File: config.mk
export PLATFORM = sky130hd
export DESIGN_NAME = cpu_fetch
export DESIGN_NICKNAME = d
export VERILOG_FILES = /design/src/rtl/cpu_fetch.sv
export SDC_FILE = /design/constraint.sdc
export NUM_CORES = 1
export LEC_CHECK = 0
export ABC_CLOCK_PERIOD_IN_PS = 16950
export CAP_MARGIN = 20
export CORE_MARGIN = 2
export CORE_UTILIZATION = 40
export CTS_CLUSTER_DIAMETER = 50
export DETAILED_ROUTE_END_ITERATION = 8
export SLEW_MARGIN = 20
export SYNTH_ARGS = -nofsm -noshare
export SYNTH_HDL_FRONTEND = slang
export SYNTH_SLANG_ARGS = --single-unit
File: constraint.sdc
create_clock -name clk -period 16.95 [get_ports clk]
set_input_delay 3.39 -clock clk [delete_from_list [all_inputs] [get_ports clk]]
set_output_delay 3.39 -clock clk [all_outputs]
set_load 0.02 [all_outputs]
File: src/rtl/cpu_fetch.sv
// cpu_fetch: next-PC select, instruction memory read issue and a small response queue to decode.
// Optional performance counters are built when CPU_FETCH_PERF_EN is defined.
module cpu_fetch #(
  parameter int          INSTR_W = 32,
  parameter int          DEPTH   = 4,
  parameter logic [15:0] PC_STEP = 16'd4
) (
  input  logic               clk,
  input  logic               rst,
  input  logic               fetch_en,
  input  logic [15:0]        pc_in,
  output logic [15:0]        pc_next,
  output logic               imem_ren,
  output logic [15:0]        imem_addr,
  input  logic [INSTR_W-1:0] imem_rdata,
  input  logic               redirect_valid,
  input  logic [15:0]        redirect_pc,
  output logic               fq_valid,
  input  logic               fq_ready,
  output logic [INSTR_W-1:0] fq_instr,
  output logic [15:0]        fq_pc
`ifdef CPU_FETCH_PERF_EN
  ,
  output logic [31:0]        perf_stall_cnt,
  output logic [15:0]        perf_flush_cnt
`endif
);

  localparam int PTR_W = $clog2(DEPTH);
  localparam int CNT_W = PTR_W + 1;

  typedef enum logic {
    ST_IDLE = 1'b0,
    ST_RUN  = 1'b1
  } state_t;

  state_t             state_q, state_d;
  logic               inflight_q, inflight_d;
  logic [15:0]        infl_pc_q, infl_pc_d;
  logic [PTR_W-1:0]   wr_ptr_q, wr_ptr_d;
  logic [PTR_W-1:0]   rd_ptr_q, rd_ptr_d;
  logic [CNT_W-1:0]   count_q, count_d;
  logic [INSTR_W-1:0] instr_mem_q [DEPTH];
  logic [INSTR_W-1:0] instr_mem_d [DEPTH];
  logic [15:0]        pc_mem_q [DEPTH];
  logic [15:0]        pc_mem_d [DEPTH];

  logic [CNT_W-1:0]   occupancy;
  logic               credit_ok;
  logic               enq;
  logic               deq;

  // Occupancy counts the in-flight read so a returning response always has a slot.
  assign occupancy = count_q + CNT_W'(inflight_q);
  assign credit_ok = (occupancy < CNT_W'(DEPTH));

  // FSM: state register
  always_ff @(posedge clk or posedge rst) begin
    if (rst) begin
      state_q <= ST_IDLE;
    end else begin
      state_q <= state_d;
    end
  end

  // FSM: next state
  always_comb begin
    state_d = state_q;
    case (state_q)
      ST_IDLE: state_d = ST_RUN;
      ST_RUN:  state_d = ST_RUN;
      default: state_d = ST_IDLE;
    endcase
  end

  // FSM: outputs; pc_next follows pc_in while reset is held
  always_comb begin
    imem_ren = 1'b0;
    pc_next  = pc_in;
    if (!rst) begin
      if ((state_q == ST_RUN) && fetch_en && !redirect_valid && credit_ok) begin
        imem_ren = 1'b1;
      end
      if (redirect_valid) begin
        pc_next = redirect_pc;
      end else if (imem_ren) begin
        pc_next = pc_in + PC_STEP;
      end
    end
  end

  assign imem_addr = pc_in;

  // Queue and in-flight tracking
  always_comb begin
    enq         = inflight_q & ~redirect_valid;
    deq         = fq_valid & fq_ready;
    inflight_d  = imem_ren;
    infl_pc_d   = imem_ren ? pc_in : infl_pc_q;
    wr_ptr_d    = wr_ptr_q;
    rd_ptr_d    = rd_ptr_q;
    count_d     = count_q;
    instr_mem_d = instr_mem_q;
    pc_mem_d    = pc_mem_q;
    if (redirect_valid) begin
      wr_ptr_d = '0;
      rd_ptr_d = '0;
      count_d  = '0;
    end else begin
      if (enq) begin
        instr_mem_d[wr_ptr_q] = imem_rdata;
        pc_mem_d[wr_ptr_q]    = infl_pc_q;
        wr_ptr_d              = wr_ptr_q + PTR_W'(1);
      end
      if (deq) begin
        rd_ptr_d = rd_ptr_q + PTR_W'(1);
      end
      case ({enq, deq})
        2'b10:   count_d = count_q + CNT_W'(1);
        2'b01:   count_d = count_q - CNT_W'(1);
        default: count_d = count_q;
      endcase
    end
  end

  always_ff @(posedge clk or posedge rst) begin
    if (rst) begin
      inflight_q <= 1'b0;
      infl_pc_q  <= '0;
      wr_ptr_q   <= '0;
      rd_ptr_q   <= '0;
      count_q    <= '0;
      for (int i = 0; i < DEPTH; i++) begin
        instr_mem_q[i] <= '0;
        pc_mem_q[i]    <= '0;
      end
    end else begin
      inflight_q  <= inflight_d;
      infl_pc_q   <= infl_pc_d;
      wr_ptr_q    <= wr_ptr_d;
      rd_ptr_q    <= rd_ptr_d;
      count_q     <= count_d;
      instr_mem_q <= instr_mem_d;
      pc_mem_q    <= pc_mem_d;
    end
  end

  assign fq_valid = (count_q != '0);
  assign fq_instr = instr_mem_q[rd_ptr_q];
  assign fq_pc    = pc_mem_q[rd_ptr_q];

`ifdef CPU_FETCH_PERF_EN
  logic [31:0] stall_cnt_q, stall_cnt_d;
  logic [15:0] flush_cnt_q, flush_cnt_d;

  // Both counters saturate; a redirect cycle is not counted as a credit stall.
  always_comb begin
    stall_cnt_d = stall_cnt_q;
    flush_cnt_d = flush_cnt_q;
    if ((state_q == ST_RUN) && fetch_en && !redirect_valid && !credit_ok &&
        (stall_cnt_q != '1)) begin
      stall_cnt_d = stall_cnt_q + 32'd1;
    end
    if (redirect_valid && (flush_cnt_q != '1)) begin
      flush_cnt_d = flush_cnt_q + 16'd1;
    end
  end

  always_ff @(posedge clk or posedge rst) begin
    if (rst) begin
      stall_cnt_q <= '0;
      flush_cnt_q <= '0;
    end else begin
      stall_cnt_q <= stall_cnt_d;
      flush_cnt_q <= flush_cnt_d;
    end
  end

  assign perf_stall_cnt = stall_cnt_q;
  assign perf_flush_cnt = flush_cnt_q;
`endif

endmodule

## After elaboration in Yosys (flattened, before gate mapping)

Cells that the tools add are included.

| storage, ports and cells | value |
|---|---|
| logic and storage cells | 65 |
| input port bits | 69 |
| output and inout bits | 82 |
| register bits | 217 |

| cells by class | value |
|---|---|
| reductions and logical operators | 10 |
| magnitude comparators | 4 |
| equality and inequality tests | 2 |
| bitwise operators | 5 |
| add/sub/neg operators | 6 |
| muxes and demuxes | 24 |

Operator list:

| kind | number |
|---|---|
| 128-bit bitwise mux | 1 |
| 16-bit 2-to-1 mux | 6 |
| 32-bit 2-to-1 mux | 3 |
| 32-bit binary-select mux with 2-bit select | 1 |
| 64-bit bitwise mux | 1 |
| 32-bit demux with 2-bit select | 1 |
| 16-bit binary-select mux with 2-bit select | 1 |
| 16-bit demux with 2-bit select | 1 |
| 16-bit by 3-bit adder with 16-bit output (second input constant) | 1 |
| 2-bit 2-to-1 mux | 4 |
| 3-bit greater-or-equal comparator (second input constant) | 2 |
| 2-bit NOT with 3-bit output | 2 |
| 3-bit one-hot mux with 2 select lines | 1 |
| 3-bit nonzero test | 2 |
| 2-bit by 1-bit adder with 2-bit output (second input constant) | 2 |
| 1-bit logical AND | 4 |
| 2-bit nonzero test | 2 |
| 3-bit by 1-bit adder with 3-bit output | 1 |
| 3-bit by 1-bit adder with 3-bit output (second input constant) | 1 |
| 3-bit by 1-bit < comparator with 1-bit output (second input constant) | 1 |
| 3-bit < comparator (second input constant) | 1 |
| 1-bit 2-to-1 mux | 3 |
| 3-bit 2-to-1 mux | 1 |
| 3-bit by 1-bit subtractor with 3-bit output (second input constant) | 1 |
| other kinds (6) | 7 |

## Longest topological paths before layout

Gate-level depths: netlist (run 1).

| logic depth | value |
|---|---|
| word-level depth | 8 |
| gate-level depth with buffers | 8 |
| gate-level depth less buffers | 7 |

## Least setup slack after synthesis (run 1)

OpenSTA, ideal clock, no wires.

| timing path | value |
|---|---|
| path kind | input -> output |
| start | input port rst |
| end | output port pc_next[6] |
| setup slack | 1.760 ns |
| buffers on the path | 2 |
| cell stages on the path | 4 |
| required time | 13.560 ns |
| arrival time | 11.800 ns |
| cells stage by stage | clkbuf_1 > inv_1 > clkbuf_1 > a311oi_1 |

| between the ends | value |
|---|---|
| longest elaborated chain between the ends | 1 |

Ends and longest elaborated chain:

| what | line | source |
|---|---|---|
| from (decl) | 9 | `input logic rst,` |
| 16-bit 2-to-1 mux | 80 | `if (!rst) begin` |
| to (decl) | 12 | `output logic [15:0] pc_next,` |

Every way passes these cells.

## Worst setup path in the final report (run 1)

Same ends and word-level chain as after synthesis.

==> metrics.md, run 1 <==
| Metric | Value |
|---|---|
| Core ar. | `0.0245 sq mm` |
| PD cells | `140 mW/mm^2` |
| Leakage power total | `5.73 nW` |
| Die W | `162 um` |
| Tot GR Track Use | `17.4%` |
| Min cycle time layout | `10220 ps` |
| GRT met3 Usage | `2.95%` |
| Dpl cell area | `0.0117 sq mm` |
| Synth Area per Inst | `15.1 sq um` |
| Worst path slowest cell | `clkdlybuf4s50_1` |
| CTS tree | `done` |
| Crit Path Max Fanout | `147` |
| Grt total ovfl | `0` |
| Nets | `870` |
| Final Cell Area | `0.0126 sq mm` |
| # port buffers | `150` |
| Vias in the first global route | `6759` |
| Final wirelength | `22500 um` |
| Register area | `0.00544 sq mm` |
| Initial antenna violation count | `0` |
| Post-CTS Hold Fix Bufs | `0` |
| Worst slew pin tran | `966 ps` |
| Antenna Nets Post-Route | `0` |
| Postcts setup bufs | `0` |
| Ys Warns | `0` |
| Crit-path max cell delay | `990 ps` |
| Arrival time at the worst endpoint | `6830 ps` |
| Vias | `6112` |
| # H-tree levels | `1` |
| Critical path's top delay family | `buffers and inverters` |
| Clk_lat worst skew | `520 ps` |
| Util after Layout | `51.6%` |
| Post-route DRC | `0` |
| Starting density of the core | `41.0%` |
| Largest net degree at the start of global routing | `148` |
| Fin. max-slew vios | `0` |
| Synth unique cells | `46` |
| Reg-to-reg slack, setup | `14520 ps` |
| Fin Setup TNS | `0 ps` |
| CTS Buffer Depth | `3` |
| Worst EP required | `13560 ps` |
| GR Util met2 | `28.7%` |
| Die ar. | `0.0264 sq mm` |
| First-pass GRT wire length | `36500 um` |
| Layout cell share with drive strength beyond 1 | `39.8%` |
| CP startpoint | `rst` |
| Crit path capture type | `primary output` |
| Vias/cell | `5.37` |
| Status | `finished, final reports clean` |
| Worst vdd ir | `0.0763 mV` |
| Row count | `57` |
| M1 GR Usage | `24.3%` |
| Min-delay src | `pc_mem_q[45]` |
| CP bufs+invs | `4` |
| Layout Skew | `13.0 ps` |
| Post_cts resized | `0` |
| Min-delay worst type | `flop to flop` |
| Fillers | `2038` |
| Antenna Cells | `0` |
| Die height | `162 um` |
| Mapped Nets | `740` |
| DP HPWL | `14100 um` |
| Worst Path Class, Setup | `input port to primary output` |
| 1st-pass router iterations | `4` |
| Per-cell routed wire length | `19.8 um` |
| Final setup viols | `0` |
| Grt peak-use layer | `met2` |
| GPL Wtd Cong | `0.786` |
| Critical Path Most Common Cell | `clkdlybuf4s50_1` |
| Worst hold path depth | `1` |
| Number of cells produced by synthesis | `665` |
| Area Growth Syn to Fin | `25.8%` |
| Worst path cell trace | `clkdlybuf4s50_1 > clkinv_8 > buf_6 > a311oi_1 > clkdlybuf4s50_1` |
| Rel. slew slack | `35.4%` |
| Reg2Reg Depth | `4` |
| Top Ports | `151` |
| Seq/Total Area, Yosys | `54.1%` |
| CTS Buf Count | `27` |
| Clock sink count | `217` |
| CP Launch Type | `input port` |
| Pre-CTS WS | `6270 ps` |
| F_max | `0.0979 GHz` |
| FF-to-FF End | `instr_mem_q[115]` |
| Ys async rst share | `100%` |
| Worst Hold End | `pc_mem_q[45]` |
| Root Buffer | `clkbuf_16` |
| Primary FF master, synth | `dfrtp_1` |
| Clk slew on worst S/H paths | `60 ps` |
| Part of the cycle the worst path needs | `60.3%` |
| Initial DRC count | `256` |
| Final Hold Fails | `0` |
| Total Power | `0.00177 W` |
| Synth Cell Area | `0.0100 sq mm` |
| R2r startpoint | `inflight_q` |
| Yosys reg bits | `217` |
| Post-synth EDFFs | `0` |
| Multi-input gate area | `0.00430 sq mm` |
| RSZ-0062 raised after global routing | `no` |
| Max_cap viols | `0` |
| Worst Setup Slack, final | `6730 ps` |
layout by cell type (no fill, tap or decap), types with 2 or more instances in the layout:
master             n
dfrtp_1          215
mux2_2           210
clkdlybuf4s50_1  150
mux4_2            48
clkbuf_16         27
nand2_1           16
nor2_1            14
nor3_1             9
o22ai_1            8
a21oi_1            8
mux2i_1            6
nand3_1            6
clkbuf_8           6
nor2b_1            5
ha_1               5
clkinv_2           5
buf_4              5
nand2_2            4
inv_1              4
and3_1             4
a22oi_1            4
xor2_1             4
clkbuf_1           4
nand4_1            3
and4_1             2
nor4_1             2
and2_1             2
a311oi_1           2
a31oi_1            2
o21ai_0            2
or3_1              2
xnor2_1            2
clkinvlp_4         2
inv_8              2
synth_stat cells (2+ instances only):
cell      number  area (sq um)
ha_1           5          62.6
nand4_1        3          18.8
mux2i_1        6          60.1
a31oi_1        2          12.5
xnor2_1        2          17.5
inv_1          5          18.8
nor3_1         9          45.0
or3_1          2          12.5
mux2_2       210          2360
nor2_1        14          52.6
and2_1         2          12.5
buf_4         17           128
and4_1         2          17.5
nand2_1       20          75.1
o21ai_0        2          10.0
nand3_1        6          30.0
mux4_2        48          1080
buf_1          2          7.51
xor2_1         4          35.0
and3_1         4          25.0
a21oi_1        8          40.0
nor4_1         2          12.5
nor2b_1        5          31.3
a311oi_1       2          17.5
dfrtp_1      217          5430
clkbuf_1      17          63.8
o22ai_1        8          50.1
buf_2         20           100
a22oi_1        4          30.0
state kept, by name, summed over array words and instances (netlist names):
signal and cells:
wr_ptr_q 2, rd_ptr_q 2, inflight_q 1, instr_mem_q 128, pc_mem_q 64, count_q 3, state_q 1, infl_pc_q 16
cell families (layout without fill, tap and decap cells):
kind of cell	count (synthesis)	in the layout	synth area share (%)
other cells	1	1	0.0374
xor+xnor	8	8	0.848
fa+ha+maj	6	6	0.823
mux	265	265	35.0
buf+inv	61	211	3.17
simple gates	75	75	3.89
flops	217	217	54.1
compound gates	32	32	2.12
per-stage QoR:
step	cells	hold WS, ps
finish	1139	499
global route	1139	508
CTS	1138	500
detailed placement	1089	487
global placement	1089	481
floorplan	665	474
report_power, final:
part	internal, W	switching (W)	total [W]
combinational	0.000306	0.000243	0.000550
sequential	0.000598	0.0000724	0.000670
clock	0.000336	0.000214	0.000550
total	0.00124	0.000530	0.00177
cell type report:
type | instances | share of cell area (%)
clock buffers | 37 | 6.12
clock inverters | 12 | 0.871
inverters | 5 | 0.248
multi-input cells | 387 | 34.0
flip-flops and latches | 217 | 43.0
well taps | 324 | 3.21
repair buffers | 157 | 12.5
routing by layer:
metal,up-vias,share of wire [%]
met5,-,0
met4,0,1.6
met3,30,5.1
met2,166,48
met1,3191,46
li1,2725,-
how the worst max path moves through the flow:
stage                       endpoint  slack [ps]  depth (start not counted)
after CTS                 pc_next[6]        6280                          6
after global routing      pc_next[6]        6390                          5
final                     pc_next[6]        6730                          5
after detailed placement  pc_next[6]        6270                          6
after global placement    pc_next[6]        6440                          6
after floorplan           pc_next[6]        1760                          4
No activity file was read; power rests on OpenSTA's default activity.
==> inputs of run 2 (changes only) <==
- ABC_CLOCK_PERIOD_IN_PS: 16950 -> 9700
- clock period: 16.95 -> 9.7 ns (I/O delays scaled with it)
==> run 2 against run 1 <==
Against the previous run:
- clock skew decreased by 5.2 ps
- largest cell class unchanged
- global-route usage grew 0.28 points
- worst setup slack worse by 4400 ps
- wire length up 0.44%
- critical path depth grew 1
- sequential cell count did not move
- non-clock buffer count did not move
==> metrics.md, run 2 (synthesis results as in run 1) <==
| Metric | Value |
|---|---|
| Initial antenna violation count | `0 (unchanged)` |
| Die W | `162 um (unchanged)` |
| Dpl cell area | `0.0117 sq mm (unchanged)` |
| Fin Hold WS | `500 ps (was 499 ps)` |
| Max_cap viols | `0 (unchanged)` |
| Die height | `162 um (unchanged)` |
| Grt total ovfl | `0 (unchanged)` |
| Final Cell Area | `0.0127 sq mm (was 0.0126 sq mm)` |
| Fillers | `2022 (was 2038)` |
| Part of the cycle the worst path needs | `76.1%` |
| Biggest regs | `instr_mem_q (128), pc_mem_q (64), infl_pc_q (16) (unchanged)` |
| Final wirelength | `22600 um (was 22500 um)` |
| Crit Path Max Fanout | `159 (was 147)` |
| Core ar. | `0.0245 sq mm (unchanged)` |
| GPL Wtd Cong | `0.776 (was 0.786)` |
| Post_cts resized | `0 (unchanged)` |
| Clock sink count | `217 (unchanged)` |
| 1st-pass router iterations | `4 (unchanged)` |
| Min cycle time layout | `7380 ps` |
| Final cell count without fillers | `1139 (unchanged)` |
| Worst Path Class, Setup | `input port to primary output (unchanged)` |
| RSZ-0062 raised after global routing | `no (unchanged)` |
| Worst vdd ir | `0.127 mV (was 0.0763 mV)` |
| Die ar. | `0.0264 sq mm (unchanged)` |
| Layout cell share with drive strength beyond 1 | `39.9% (was 39.8%)` |
| Largest net degree at the start of global routing | `160 (was 148)` |
| Total Power | `0.00318 W (was 0.00177 W)` |
| Most frequent cells in the layout | `dfrtp_1, mux2_2, clkdlybuf4s50_1 (unchanged)` |
| Multi-input gate area | `0.00430 sq mm (unchanged)` |
| Commonest non-fill, non-tap cell in the layout | `dfrtp_1 (unchanged)` |
| Arrival time at the worst endpoint | `5440 ps (was 6830 ps)` |
| Tot GR Track Use | `17.7% (was 17.4%)` |
| Crit path capture type | `primary output (unchanged)` |
| Fin Setup TNS | `0 ps (unchanged)` |
| Nets | `869 (was 870)` |
| Area Growth Syn to Fin | `26.6% (was 25.8%)` |
| Status | `finished, final reports clean (unchanged)` |
| Worst slew pin tran | `974 ps (was 966 ps)` |
| Per-cell routed wire length | `19.9 um (was 19.8 um)` |
| Min-delay worst type | `flop to flop (unchanged)` |
| Placed Cells | `1089 (unchanged)` |
| Top Ports | `151 (unchanged)` |
| Antenna Nets Post-Route | `0 (unchanged)` |
| Starting density of the core | `41.0% (unchanged)` |
| Fin. max-slew vios | `0 (unchanged)` |
| CTS Buf Count | `26 (was 27)` |
| Post-route DRC | `0 (unchanged)` |
| Clk slew on worst S/H paths | `50 ps (was 60 ps)` |
| # port buffers | `150 (unchanged)` |
| Root Buffer | `clkbuf_16 (unchanged)` |
| Worst EP required | `7760 ps (was 13560 ps)` |
| Post-CTS Hold Fix Bufs | `0 (unchanged)` |
| First-pass GRT wire length | `37000 um (was 36500 um)` |
| Vias/cell | `5.39 (was 5.37)` |
| Rel. slew slack | `34.8% (was 35.4%)` |
| Postcts setup bufs | `0 (unchanged)` |
| CP Launch Type | `input port (unchanged)` |
| Vias | `6137 (was 6112)` |
| Final Hold Fails | `0 (unchanged)` |
| Min-delay src | `pc_mem_q[56] (was pc_mem_q[45])` |
| F_max | `0.135 GHz` |
| Layout Skew | `7.81 ps (was 13.0 ps)` |
| CTS tree | `done (unchanged)` |
| Vias in the first global route | `6885 (was 6759)` |
| PD cells | `250 mW/mm^2 (was 140 mW/mm^2)` |
| Most flops, register | `instr_mem_q (unchanged)` |
| R2r startpoint | `inflight_q (unchanged)` |
| Initial DRC count | `257 (was 256)` |
| Leakage power total | `5.76 nW (was 5.73 nW)` |
| CTS Buffer Depth | `3 (unchanged)` |
| Row count | `57 (unchanged)` |
| Register area | `0.00544 sq mm (unchanged)` |
| DP HPWL | `14300 um (was 14100 um)` |
| # H-tree levels | `1 (unchanged)` |
| Final setup viols | `0 (unchanged)` |
| Max reg flops | `128 (unchanged)` |
| CP startpoint | `rst (unchanged)` |
| Clk_lat worst skew | `510 ps (was 520 ps)` |
run 2: cell count changes in the layout (fill, tap and decap cells not counted), sizes merged:
cell,delta
clkbuf,-3
diode,+1
inv,-2
bufinv,+4
run 2: worst paths after layout:
path                                    to  slack, ps  depth (start not counted)
setup reg to reg              pc_mem_q[30]       7150                          4
setup / recovery                pc_next[6]       2320                          6
hold / removal                pc_mem_q[56]        500                          1
hold reg to reg               pc_mem_q[56]        500                          1
min in group asynchronous     pc_mem_q[41]       2520                          2
max in group asynchronous  instr_mem_q[35]       5680                          3
run 2: report_power, final:
| part | leakage [nW] | internal [W] | switching (W) |
|---|---|---|---|
| clock network | 0.470 | 0.000679 | 0.000369 |
| logic | 2.38 | 0.000535 | 0.000429 |
| registers | 2.91 | 0.00104 | 0.000119 |
run 2: area by class of cell:
cell class	instances	share of cell area (%)
Tap cell	324	3.19
Sequential cell	217	42.8
Multi-Input combinational cell	387	33.8
Inverter	5	0.246
Antenna cell	1	0.0197
Clock buffer	34	5.92
Timing Repair Buffer	157	12.4
Clock inverter	14	1.63
run 2: critical path, stage by stage:
cell and delay (ps):
clkdlybuf4s50_1 1010, clkinv_8 770, nand2_1 590, o22ai_1 130, a311oi_1 240, clkdlybuf4s50_1 660
run 2: per-stage QoR:
step	utilization (%)	worst slack (ps)
global placement	47.9	2700
CTS	51.8	2520
floorplan	-	1560
finish	52.0	2320
detailed placement	47.9	2520
global route	51.9	2020
run 2: per-layer routing:
layer,wire [um],global-route usage [%],up-vias
met2,11300,30.7,176
li1,-,-,2723
met4,384,3.78,0
met3,1140,3.28,33
met1,9770,23.4,3205
met5,0,0,-
==> inputs of run 3 (changes only) <==
- ABC_CLOCK_PERIOD_IN_PS: 9700 -> 7000
- clock period: 9.7 -> 7 ns (I/O delays scaled with it)
==> run 3 against run 2 <==
Against the previous run:
- hold slack got worse by 2.3 ps
- sequential power rose by 40%
- core utilization rose by 0.067 points
- via count fell by 0.51%
- first-iteration DRC count fell by 26%
- wire length rose by 0.27%
- power rose by 37%
- register-to-register slack got worse by 2800 ps
- critical path type unchanged
- critical endpoint unchanged
==> metrics.md, run 3 (synthesis results as in run 1) <==
| Metric | Value |
|---|---|
| Most flops, register | `instr_mem_q (unchanged)` |
| Vias | `6106 (was 6137)` |
| Vias/cell | `5.33 (was 5.39)` |
| Pre-CTS WS | `1300 ps (was 2520 ps)` |
| Worst Hold End | `instr_mem_q[33] (was pc_mem_q[56])` |
| FF-to-FF End | `instr_mem_q[105] (was pc_mem_q[30])` |
| Clk_lat worst skew | `530 ps (was 510 ps)` |
| Worst slew pin tran | `1010 ps (was 974 ps)` |
| Die ar. | `0.0264 sq mm (unchanged)` |
| Crit path capture type | `primary output (unchanged)` |
| Min cycle time layout | `5730 ps` |
| Commonest non-fill, non-tap cell in the layout | `dfrtp_1 (unchanged)` |
| CTS Buf Count | `28 (was 26)` |
| Root Buffer | `clkbuf_16 (unchanged)` |
| RSZ-0062 raised after global routing | `no (unchanged)` |
| Register area | `0.00544 sq mm (unchanged)` |
| Clk slew on worst S/H paths | `50 ps (about the same)` |
| Crit-path max cell delay | `980 ps (was 1010 ps)` |
| Max_cap viols | `0 (unchanged)` |
| Initial antenna violation count | `0 (unchanged)` |
| Grt total ovfl | `0 (unchanged)` |
| Worst Setup Slack, final | `1270 ps (was 2320 ps)` |
| Multi-input gate area | `0.00430 sq mm (unchanged)` |
| Row count | `57 (unchanged)` |
| Leakage power total | `5.77 nW (was 5.76 nW)` |
| Post-CTS Hold Fix Bufs | `0 (unchanged)` |
| Tot GR Track Use | `17.7% (about the same)` |
| Vias in the first global route | `6840 (was 6885)` |
| Antenna Cells | `0 (was 1)` |
| Critical Path Most Common Cell | `clkdlybuf4s50_1 (unchanged)` |
| Top Ports | `151 (unchanged)` |
| Worst hold path depth | `1 (unchanged)` |
| Fin Setup TNS | `0 ps (unchanged)` |
| Most frequent cells in the layout | `dfrtp_1, mux2_2, clkdlybuf4s50_1 (unchanged)` |
| CTS tree | `done (unchanged)` |
| Worst path slowest cell | `clkdlybuf4s50_1 (unchanged)` |
| Worst path cell trace | `clkdlybuf4s50_1 > inv_8 > nand2_1 > o22ai_1 > a311oi_1 > clkdlybuf4s50_1 (was clkdlybuf4s50_1 > clkinv_8 > nand2_1 > o22ai_1 > a311oi_1 > clkdlybuf4s50_1)` |
| Min-delay worst type | `flop to flop (unchanged)` |
| Crit Path Max Fanout | `102 (was 159)` |
| Post-route DRC | `0 (unchanged)` |
| Placed Cells | `1092 (was 1089)` |
| DP HPWL | `14600 um (was 14300 um)` |
| Area Growth Syn to Fin | `26.8% (was 26.6%)` |
| Starting density of the core | `41.0% (unchanged)` |
| Core ar. | `0.0245 sq mm (unchanged)` |
| Worst Path Class, Setup | `input port to primary output (unchanged)` |
| R2r startpoint | `inflight_q (unchanged)` |
| Layout Skew | `18.8 ps (was 7.81 ps)` |
| Max reg flops | `128 (unchanged)` |
| Final cell count without fillers | `1145 (was 1139)` |
| Largest net degree at the start of global routing | `103 (was 160)` |
| Final Hold Fails | `0 (unchanged)` |
| PD cells | `342 mW/mm^2 (was 250 mW/mm^2)` |
| Min-delay src | `instr_mem_q[33] (was pc_mem_q[56])` |
| Die height | `162 um (unchanged)` |
| Reg-to-reg slack, setup | `4400 ps (was 7150 ps)` |
| Worst EP required | `5600 ps (was 7760 ps)` |
| 1st-pass router iterations | `4 (unchanged)` |
| Reg2Reg Depth | `4 (unchanged)` |
| Clock sink count | `217 (unchanged)` |
| Fin. max-slew vios | `0 (unchanged)` |
| Post_cts resized | `0 (unchanged)` |
| GPL Wtd Cong | `0.776 (about the same)` |
| First-pass GRT wire length | `36800 um (was 37000 um)` |
| # H-tree levels | `1 (unchanged)` |
| CP bufs+invs | `3 (unchanged)` |
| Part of the cycle the worst path needs | `81.8%` |
| Final wirelength | `22700 um (was 22600 um)` |
| CTS Buffer Depth | `3 (unchanged)` |
| Per-cell routed wire length | `19.8 um (was 19.9 um)` |
| Critical path's top delay family | `buffers and inverters (unchanged)` |
| Initial DRC count | `189 (was 257)` |
| Die W | `162 um (unchanged)` |
| Nets | `875 (was 869)` |
| Fillers | `2013 (was 2022)` |
| F_max | `0.175 GHz` |
| Antenna Nets Post-Route | `0 (unchanged)` |
| Layout cell share with drive strength beyond 1 | `40.1% (was 39.9%)` |
| Status | `finished, final reports clean (unchanged)` |
| Arrival time at the worst endpoint | `4330 ps (was 5440 ps)` |
| Rel. slew slack | `32.6% (was 34.8%)` |
| Final setup viols | `0 (unchanged)` |
| Total Power | `0.00435 W (was 0.00318 W)` |
| Worst vdd ir | `0.185 mV (was 0.127 mV)` |
| Postcts setup bufs | `0 (unchanged)` |
| CP Launch Type | `input port (unchanged)` |
| # port buffers | `150 (unchanged)` |
| Biggest regs | `instr_mem_q (128), pc_mem_q (64), infl_pc_q (16) (unchanged)` |
run 3: final cells by class:
class | count | share of cell area [%]
Sequential cell | 217 | 42.7
Clock buffer | 38 | 6.28
Tap cell | 324 | 3.19
Multi-Input combinational cell | 387 | 33.8
Timing Repair Buffer | 161 | 12.8
Clock inverter | 13 | 1.05
Inverter | 5 | 0.206
run 3: stage by stage:
stage	hold WS [ps]	instance area [sq um]	utilization (%)
finish	498	12700	52.0
global route	510	12700	52.0
CTS	501	12700	51.8
detailed placement	488	11700	48.0
global placement	481	11700	48.0
floorplan	474	10000	-
run 3: layer usage:
metal | GRT usage (%) | part of all wire, %
met5 | 0 | 0
met3 | 3.11 | 5.0
met4 | 4.34 | 1.9
met2 | 31.1 | 50
met1 | 22.7 | 43
run 3: how the worst max path moves through the flow:
stage	startpoint	to	slack (ps)	cells past startpoint
final	rst	pc_next[6]	1270	6
after global routing	rst	pc_next[5]	1050	6
after CTS	rst	pc_next[5]	1280	6
after detailed placement	rst	pc_next[5]	1300	6
after global placement	rst	pc_next[6]	1370	6
after floorplan	rst	pc_next[6]	1350	5
run 3: report_power, final:
| part | internal [W] | switching, W |
|---|---|---|
| logic | 0.000743 | 0.000591 |
| clock network | 0.000873 | 0.000521 |
| registers | 0.00145 | 0.000174 |
